==> src/rtl/positioner.sv <==
// ---------------------------------------------------------------------------
// positioner -- sliding-window origin generator for a tiled convolution engine.
//
// Walks the valid filter-window origins of an IMG_W x IMG_H image in raster
// order (x steps by STRIDE, wraps to 0 while y steps by STRIDE) and hands
// them out in rounds of N_UNITS positions, one per compute unit.  Each round
// is started by a scheduler 'advance' request; the block then waits in a
// round-end state until the next request.  Once the final window has been
// issued the block parks in DONE until reset.
//
// Ports
//   clk        in   clock, rising edge
//   rst        in   synchronous, active-high reset
//   advance    in   start the next round (ignored while emitting and in DONE)
//   pos_x      out  [COORD_W-1:0] column of the current window origin
//   pos_y      out  [COORD_W-1:0] row of the current window origin
//   pos_valid  out  pos_x/pos_y/unit_idx valid this cycle
//   unit_idx   out  [UNIT_W-1:0] compute unit that owns the current position
//   round      out  current round fully issued, waiting for advance
//   done       out  every window position has been issued
//   round_count out [15:0] completed rounds, saturating
//                   (present only when POSITIONER_ROUND_COUNT_EN is defined)
//
// Build option: define POSITIONER_ROUND_COUNT_EN to add the round_count port.
// ---------------------------------------------------------------------------
module positioner #(
   parameter  int IMG_W       = 8,
   parameter  int IMG_H       = 8,
   parameter  int FILTER_SIZE = 3,
   parameter  int STRIDE      = 1,
   parameter  int N_UNITS     = 4,
   parameter  int COORD_W     = 8,
   localparam int UNIT_W      = (N_UNITS > 1) ? $clog2(N_UNITS) : 1
) (
   input  logic               clk,
   input  logic               rst,
   input  logic               advance,
   output logic [COORD_W-1:0] pos_x,
   output logic [COORD_W-1:0] pos_y,
   output logic               pos_valid,
   output logic [UNIT_W-1:0]  unit_idx,
   output logic               round,
   output logic               done
`ifdef POSITIONER_ROUND_COUNT_EN
   ,
   output logic [15:0]        round_count
`endif
);

   localparam int OUT_W  = (IMG_W - FILTER_SIZE) / STRIDE + 1;
   localparam int OUT_H  = (IMG_H - FILTER_SIZE) / STRIDE + 1;
   localparam int TOTAL  = OUT_W * OUT_H;
   // x of the last column; reaching it means the next step wraps the row
   localparam int X_LAST = (OUT_W - 1) * STRIDE;
   localparam int IDX_W  = (TOTAL > 1) ? $clog2(TOTAL) : 1;

   typedef enum logic [1:0] {
      IDLE      = 2'd0,
      EMIT      = 2'd1,
      ROUND_END = 2'd2,
      DONE      = 2'd3
   } state_t;

   state_t             r_state;
   logic [COORD_W-1:0] r_x;
   logic [COORD_W-1:0] r_y;
   logic [UNIT_W-1:0]  r_unit;
   // raster index of the position currently held in r_x/r_y
   logic [IDX_W-1:0]   r_idx;
   logic               r_pos_valid;
   logic               r_round;
   logic               r_done;

   state_t             w_state_nxt;
   logic [COORD_W-1:0] w_x_nxt;
   logic [COORD_W-1:0] w_y_nxt;
   logic [UNIT_W-1:0]  w_unit_nxt;
   logic [IDX_W-1:0]   w_idx_nxt;
   logic               w_last_pos;
   logic               w_last_unit;

   assign w_last_pos  = (r_idx == IDX_W'(TOTAL - 1));
   assign w_last_unit = (r_unit == UNIT_W'(N_UNITS - 1));

   // Next-state and next-position logic
   always_comb begin
      w_state_nxt = r_state;
      w_x_nxt     = r_x;
      w_y_nxt     = r_y;
      w_unit_nxt  = r_unit;
      w_idx_nxt   = r_idx;
      case (r_state)
         IDLE: begin
            if (advance) begin
               w_state_nxt = EMIT;
            end else begin
               w_state_nxt = IDLE;
            end
         end
         EMIT: begin
            if (w_last_pos) begin
               // final window issued; coordinates are left untouched so the
               // counters can never step past the image
               w_state_nxt = DONE;
            end else begin
               w_idx_nxt = r_idx + IDX_W'(1);
               if (r_x == COORD_W'(X_LAST)) begin
                  w_x_nxt = '0;
                  w_y_nxt = r_y + COORD_W'(STRIDE);
               end else begin
                  w_x_nxt = r_x + COORD_W'(STRIDE);
               end
               if (w_last_unit) begin
                  w_state_nxt = ROUND_END;
                  w_unit_nxt  = '0;
               end else begin
                  w_unit_nxt  = r_unit + UNIT_W'(1);
               end
            end
         end
         ROUND_END: begin
            // r_x/r_y already hold the next unissued window
            if (advance) begin
               w_state_nxt = EMIT;
            end else begin
               w_state_nxt = ROUND_END;
            end
         end
         DONE: begin
            w_state_nxt = DONE;
         end
         default: begin
            w_state_nxt = IDLE;
         end
      endcase
   end

   // State, position and registered status outputs
   always_ff @(posedge clk) begin
      if (rst) begin
         r_state     <= IDLE;
         r_x         <= '0;
         r_y         <= '0;
         r_unit      <= '0;
         r_idx       <= '0;
         r_pos_valid <= 1'b0;
         r_round     <= 1'b0;
         r_done      <= 1'b0;
      end else begin
         r_state     <= w_state_nxt;
         r_x         <= w_x_nxt;
         r_y         <= w_y_nxt;
         r_unit      <= w_unit_nxt;
         r_idx       <= w_idx_nxt;
         r_pos_valid <= (w_state_nxt == EMIT);
         r_round     <= (w_state_nxt == ROUND_END) || (w_state_nxt == DONE);
         r_done      <= (w_state_nxt == DONE);
      end
   end

   assign pos_x     = r_x;
   assign pos_y     = r_y;
   assign unit_idx  = r_unit;
   assign pos_valid = r_pos_valid;
   assign round     = r_round;
   assign done      = r_done;

`ifdef POSITIONER_ROUND_COUNT_EN
   logic [15:0] r_round_count;
   logic        w_round_evt;

   // a round completes on every exit from EMIT (into ROUND_END or DONE)
   assign w_round_evt = (r_state == EMIT) && (w_state_nxt != EMIT);

   // Saturating completed-round counter
   always_ff @(posedge clk) begin
      if (rst) begin
         r_round_count <= 16'd0;
      end else if (w_round_evt && (r_round_count != 16'hFFFF)) begin
         r_round_count <= r_round_count + 16'd1;
      end else begin
         r_round_count <= r_round_count;
      end
   end

   assign round_count = r_round_count;
`endif

endmodule

==> config.mk <==
export PLATFORM = sky130hd
export DESIGN_NAME = positioner
export DESIGN_NICKNAME = d
export VERILOG_FILES = /design/src/rtl/positioner.sv
export SDC_FILE = /design/constraint.sdc
export NUM_CORES = 1
export LEC_CHECK = 0
export CAP_MARGIN = 25
export CORE_UTILIZATION = 35
export CTS_CLUSTER_SIZE = 24
export DETAILED_ROUTE_END_ITERATION = 7
export PLACE_DENSITY = 0.63
export SYNTH_ARGS = -nofsm -noshare
export SYNTH_HDL_FRONTEND = slang
export SYNTH_SLANG_ARGS = --single-unit
==> constraint.sdc <==
create_clock -name clk -period 1.6 [get_ports clk]
set_input_delay 0.32 -clock clk [delete_from_list [all_inputs] [get_ports clk]]
set_output_delay 0.32 -clock clk [all_outputs]
set_load 0.05 [all_outputs]
==> impl_results.md, run 1 <==
- Port Buffers: 23
- Nets@finish: 201
- Clock root buffer: clkbuf_8
- H-tree depth: 1
- Hpwl dp: 2.24 mm
- Critical Path Source Type: register
- Worst slew pin tran: about 0.33 ns
- Lkg Pwr: 0.798 nW
- WHS: 0.508 ns
- ANT cells: 0
- Final Setup Violations: 2
- Area growth, synth to finish: 62.8%
- DP Area: 0.00189 mm²
- Setup TNS: -0.0309 ns
- RePlAce Congestion: 0.767
- Hold Buf Count CTS: 0
- Crit Path Max Fanout: 6
- Yosys cell types: 35
- # DRC: 0
- R2R depth: 6
- Endpoint class of the critical path: register
- Vias post-DR: between 1000 and 1500
- Post-Route WL: 3.36 mm
- Die ar.: 0.00403 mm²
- First-pass GRT wire length: roughly 5.8 mm
- Initial core utilization: 0.382
- DRT iter0 DRCs: 75
- GRT overflow: 0
- Syn Inst Count: 149
- Crit path time final: between 1.5 and 2 ns
- Commonest non-fill, non-tap cell in the layout: buf_4
- Worst-Skew Late Latency: 0.27 ns
- Seq/Total Area, Yosys: 0.423
- DR WL/cell: 14.1 µm
- Avg Inst Size Synth: 8.88 µm²
- Non-Filler Instances: ~240
- Power density over cell area: 656 mW/mm²
- CTS buffer count: 3
- Req. time, crit path: 1.81 ns
- Pin count of the biggest net entering global routing: 21
- First drt pass iteration count: 3
- Synth Cell Area: 0.00132 mm²
- Metal3 WL: 98 µm
- Hold-critical path depth: 2
- Die Wd: roughly 64 µm
- Core box area: 0.00347 mm²
- Fmax: 615 MHz
- Total GRT Usage: 0.182
- Max Cap Viol: 0
- VDD IR max: between 0.5 and 0.6 mV
- Clock slew at reported path FFs: 0.09 ns
- Fin util: 0.621
- Setup ws final: -0.0262 ns
- Top Layer Used: met4
- Fillers: 306
- Hold Crit Class: reg -> reg
- Status: complete, but fails checks
- Placed cell count: 226
- Setup CP Type: reg -> reg
- Detail Route Antenna Nets: 0
- Commonest non-fill, non-tap cells in the layout: buf_4, dfxtp_1, buf_12
- Design area: 0.00215 mm²
- Met2 wire length: 1.76 mm
- Final Hold Fails: 0
- Final Max Slew Viols: 0
- Clk sinks: 28
- Unrepaired setup endpoints after global routing: true
- Met1 Wirelength: 1.46 mm
- Vias per cell: 5.32
- Vias in the first global route: 1273
- CP arrival: about 1.8 ns
- Site Rows: 21
- I/O pin cnt: 24
- Yosys reg bits: 28
- Die H: 63.5 µm
- Clock skew: between 0.003 and 0.004 ns
- Share of layout cells above drive strength 1: 0.458
- Yosys warns: 0
- CTS tree: done
- Failing checks: setup timing
- Worst slew margin: 0.781
- Clk buf depth: 2
- Initial antenna violation count: 0
- Period utilisation layout: 1.02
- Mapped Nets: 157
==> power breakdown <==
part	leakage (nW)	internal, mW	switching, mW
logic	0.534	0.121	0.124
registers	0.235	0.710	0.0241
clock network	0.0288	0.220	0.213
total	0.798	1.05	0.361
==> critical path, stage by stage (launching register included) <==
cell       delay, ns
dfxtp_2         0.35
ha_4            0.17
nand4bb_4       0.11
o211ai_4        0.11
buf_12          0.16
or4_4           0.52
a21oi_4         0.15
==> state kept, by name, summed over array words and instances, names as in the netlist <==
name       flops
r_idx          6
r_state        2
done           1
pos_y          8
unit_idx       2
pos_x          8
pos_valid      1
==> metrics by stage <==
| stage | total power, mW | setup WS, ns |
|---|---|---|
| 3_5_place_dp | 0.955 | -0.0890 |
| 6_report | 1.41 | -0.0262 |
| 4_1_cts | 1.41 | 0.00813 |
| 5_1_grt | 1.48 | -0.0943 |
| 2_1_floorplan | 0.865 | -0.00978 |
| 3_3_place_gp | 0.949 | 0.0273 |
==> cells in the mapped netlist, drive strengths merged <==
master	instances	area, µm²
o21ba	1	10.0
o21a	2	15.0
a2bb2oi	1	8.76
dfxtp	28	561
and3	2	12.5
nand4	5	31.3
and2b	1	8.76
clkbuf	4	15.0
nand3	2	10.0
o21ai	6	30.0
a21oi	16	80.1
or4	7	52.6
and4b	1	10.0
nor4	1	21.3
nand2b	1	6.26
and2	1	6.26
xnor2	4	35.0
nand4bb	1	11.3
o211ai	3	27.5
nor2b	1	6.26
nand3b	2	15.0
inv	4	15.0
ha	5	62.6
nor2	13	48.8
nor3	3	15.0
a211oi	2	15.0
o21bai	1	7.51
or3	5	31.3
nand2	12	47.6
o31ai	8	60.1
xor2	3	26.3
buf	3	21.3
==> what timing repair did <==
action / CTS / global route
cloned: 2 / 0
gates resized for setup: 9 / 17
buffers inserted: 5 / 2
setup endpoints to repair: 7 / 18
endpoints found under the hold margin: 0 / 0
pin swaps: 6 / 13
==> final timing paths <==
| kind | from | end | slack (ns) |
|---|---|---|---|
| worst min register to register | pos_y[7] | pos_y[7] | 0.51 |
| worst min-delay path | pos_y[7] | pos_y[7] | 0.51 |
| worst max register to register | r_idx[0] | pos_y[3] | -0.03 |
| worst max-delay path | r_idx[0] | pos_y[3] | -0.03 |
==> layout make-up <==
| cell class | count | area, µm² | share of cell area |
|---|---|---|---|
| inverters | 4 | 15.0 | 0.00697 |
| repair buffers | 46 | 584 | 0.271 |
| well taps | 46 | 57.6 | 0.0267 |
| multi-input cells | 110 | 851 | 0.395 |
| clock buffers | 4 | 55.1 | 0.0256 |
| flip-flops and latches | 28 | 592 | 0.275 |
==> cells by family (layout without fill, tap and decap cells) <==
kind of cell / after synthesis / after routing / share of synthesized area
buffers and inverters: 11 / 54 / 0.0387
DFF: 28 / 28 / 0.423
and+or+nand+nor: 58 / 58 / 0.252
xor gates and xnor gates: 7 / 7 / 0.0463
AOI/OAI and AO/OA: 40 / 40 / 0.192
adders and majority gates: 5 / 5 / 0.0473
==> per-layer routing <==
metal	track usage	up-vias
li1	-	631
met1	0.209	612
met2	0.327	19
met3	0.0435	4
met4	0.0540	0
met5	0	-
(Power assumes the default switching activity.)
==> run 2: changes to the inputs <==
CORE_UTILIZATION = 46   (was 35)
PLACE_DENSITY = 0.78   (was 0.63)
==> run 2 against run 1 <==
Against the previous run: core utilization grew 9.5 points; clock skew is essentially flat; first-iteration DRC count shrank 48%; final cell count shrank 8.8%; sequential cell count is the same; clock power shrank 20%; the flow now finishes without violations; design area shrank 9.2%.
==> impl_results.md, run 2 (synthesis results as in run 1) <==
- Fillers: 199
- Design area: just under 0.002 mm²
- Period utilisation layout: 0.985
- Req. time, crit path: 1.87 ns
- Crit path time final: roughly 1.6 ns
- CP arrival: 1.85 ns
- Crit path buffers/inverters: 1
- First-pass GRT wire length: 5.12 mm
- Commonest non-fill, non-tap cell in the layout: buf_4
- Detail Route Antenna Nets: 0
- Post-Route WL: around 3.0 mm
- Power density over cell area: 661 mW/mm²
- Max Cap Viol: 0
- Clock slew at reported path FFs: 0.14 ns
- H-tree depth: 1
- Hpwl dp: around 2.1 mm
- DR WL/cell: between 10 and 15 µm
- Worst slew margin: 0.765
- Crit Path Max Fanout: 12
- CTS tree: done
- Status: finished clean
- Core box area: 0.00273 mm²
- Initial antenna violation count: 0
- Critical Path Source Type: register
- Slowest cell delay on critical path: 0.50 ns
- Clock root buffer: clkbuf_4
- Setup CP Type: reg -> reg
- Non-Filler Instances: about 220
- Die H: 55.6 µm
- Total GRT Usage: 0.211
- Lkg Pwr: approximately 0.72 nW
- Unrepaired setup endpoints after global routing: true
- DRT iter0 DRCs: 39
- VDD IR max: between 0.5 and 0.6 mV
- ANT cells: 0
- Share of layout cells above drive strength 1: 0.376
- Crit path cell chain: and2b_2 > o211ai_4 > buf_12 > or4_1 > a21oi_1
- Endpoint class of the critical path: register
- Commonest non-fill, non-tap cells in the layout: buf_4, dfxtp_1, nor2_1, a21oi_1, buf_12
- Final Max Slew Viols: 0
- GRT overflow: 0
- Fmax: 635 MHz
- CTS buffer count: 3
- Pin count of the biggest net entering global routing: 21
- Clk buf depth: 2
- DP Area: 0.00184 mm²
- Kind of cell adding the most delay to the critical path: simple AND/OR/NAND/NOR gates
- Vias post-DR: 1247
- Hold Crit Class: reg -> reg
- Final Hold Fails: 0
- Worst-Skew Late Latency: between 0.3 and 0.4 ns
- Area growth, synth to finish: 47.8%
- Post-CTS Setup Repair Bufs: 0
- Final Setup Violations: 0
- Vias in the first global route: ~1100
- Hold Buf Count CTS: 0
- First drt pass iteration count: 4
- Die ar.: 0.00310 mm²
- Slowest-stage cell, CP: or4_1
- Port Buffers: 23
- FF-to-FF setup slack: 0.02 ns
- Placed cell count: 212
- I/O pin cnt: 24
- Initial core utilization: 0.484
- Die Wd: 55.6 µm
- Clk sinks: 28
- # DRC: 0
- Clock skew: between 0.003 and 0.004 ns
- Setup TNS: 0 ns
- Nets@finish: 195
- Site Rows: 19
- RePlAce Congestion: 0.768
- Vias per cell: 5.75
- Worst slew pin tran: 0.353 ns
-- run 2: worst paths after layout --
kind | to | depth (start not counted) | from
hold reg to reg | pos_y[7] | 2 | pos_y[7]
hold / removal | pos_y[7] | 2 | pos_y[7]
setup reg to reg | pos_x[5] | 5 | r_state[1]
setup / recovery | pos_x[5] | 5 | r_state[1]
-- run 2: what timing repair did --
action / 4_1_cts / 5_1_grt
cloned: 1 / 0
pin swaps: 3 / 3
endpoints found under the setup margin: 5 / 12
gates resized for setup: 2 / 9
-- run 2: layout make-up --
class                           count  area [µm²]  share of cell area
Clock buffer                        4        36.3              0.0185
Tap cell                           31        38.8              0.0198
Inverter                            4        15.0             0.00767
Timing Repair Buffer               40         480               0.246
Multi-Input combinational cell    110         795               0.406
Sequential cell                    28         592               0.302
-- run 2: metal layers --
| metal | share of wire | vias up | track usage |
|---|---|---|---|
| met5 | 0 | - | 0 |
| met4 | 0.023 | 0 | 0.114 |
| met3 | 0.044 | 8 | 0.0279 |
| met2 | 0.48 | 40 | 0.351 |
| met1 | 0.45 | 578 | 0.264 |
| li1 | - | 621 | - |
-- run 2: worst reg2reg max path, stage by stage (launching register included) --
cell,delay (ns)
dfxtp_4,0.39
and2b_2,0.25
o211ai_4,0.09
buf_12,0.15
or4_1,0.50
a21oi_1,0.13
-- run 2: metrics by stage --
| step | setup slack [ns] | total power [mW] | utilization | hold slack [ns] |
|---|---|---|---|---|
| 3_5_place_dp | 0.000689 | 0.948 | 0.674 | 0.482 |
| 4_1_cts | 0.00429 | 1.30 | 0.703 | 0.502 |
| 6_report | 0.0246 | 1.29 | 0.716 | 0.503 |
| 3_3_place_gp | 0.0328 | 0.941 | 0.674 | 0.468 |
| 5_1_grt | -0.0377 | 1.35 | 0.716 | 0.525 |
| 2_1_floorplan | -0.00978 | 0.865 | - | 0.456 |
-- run 2: power by group --
group	switching (mW)	total, mW	internal, mW
Sequential	0.0230	0.734	0.711
Combinational	0.115	0.213	0.0983
Clock	0.207	0.347	0.140
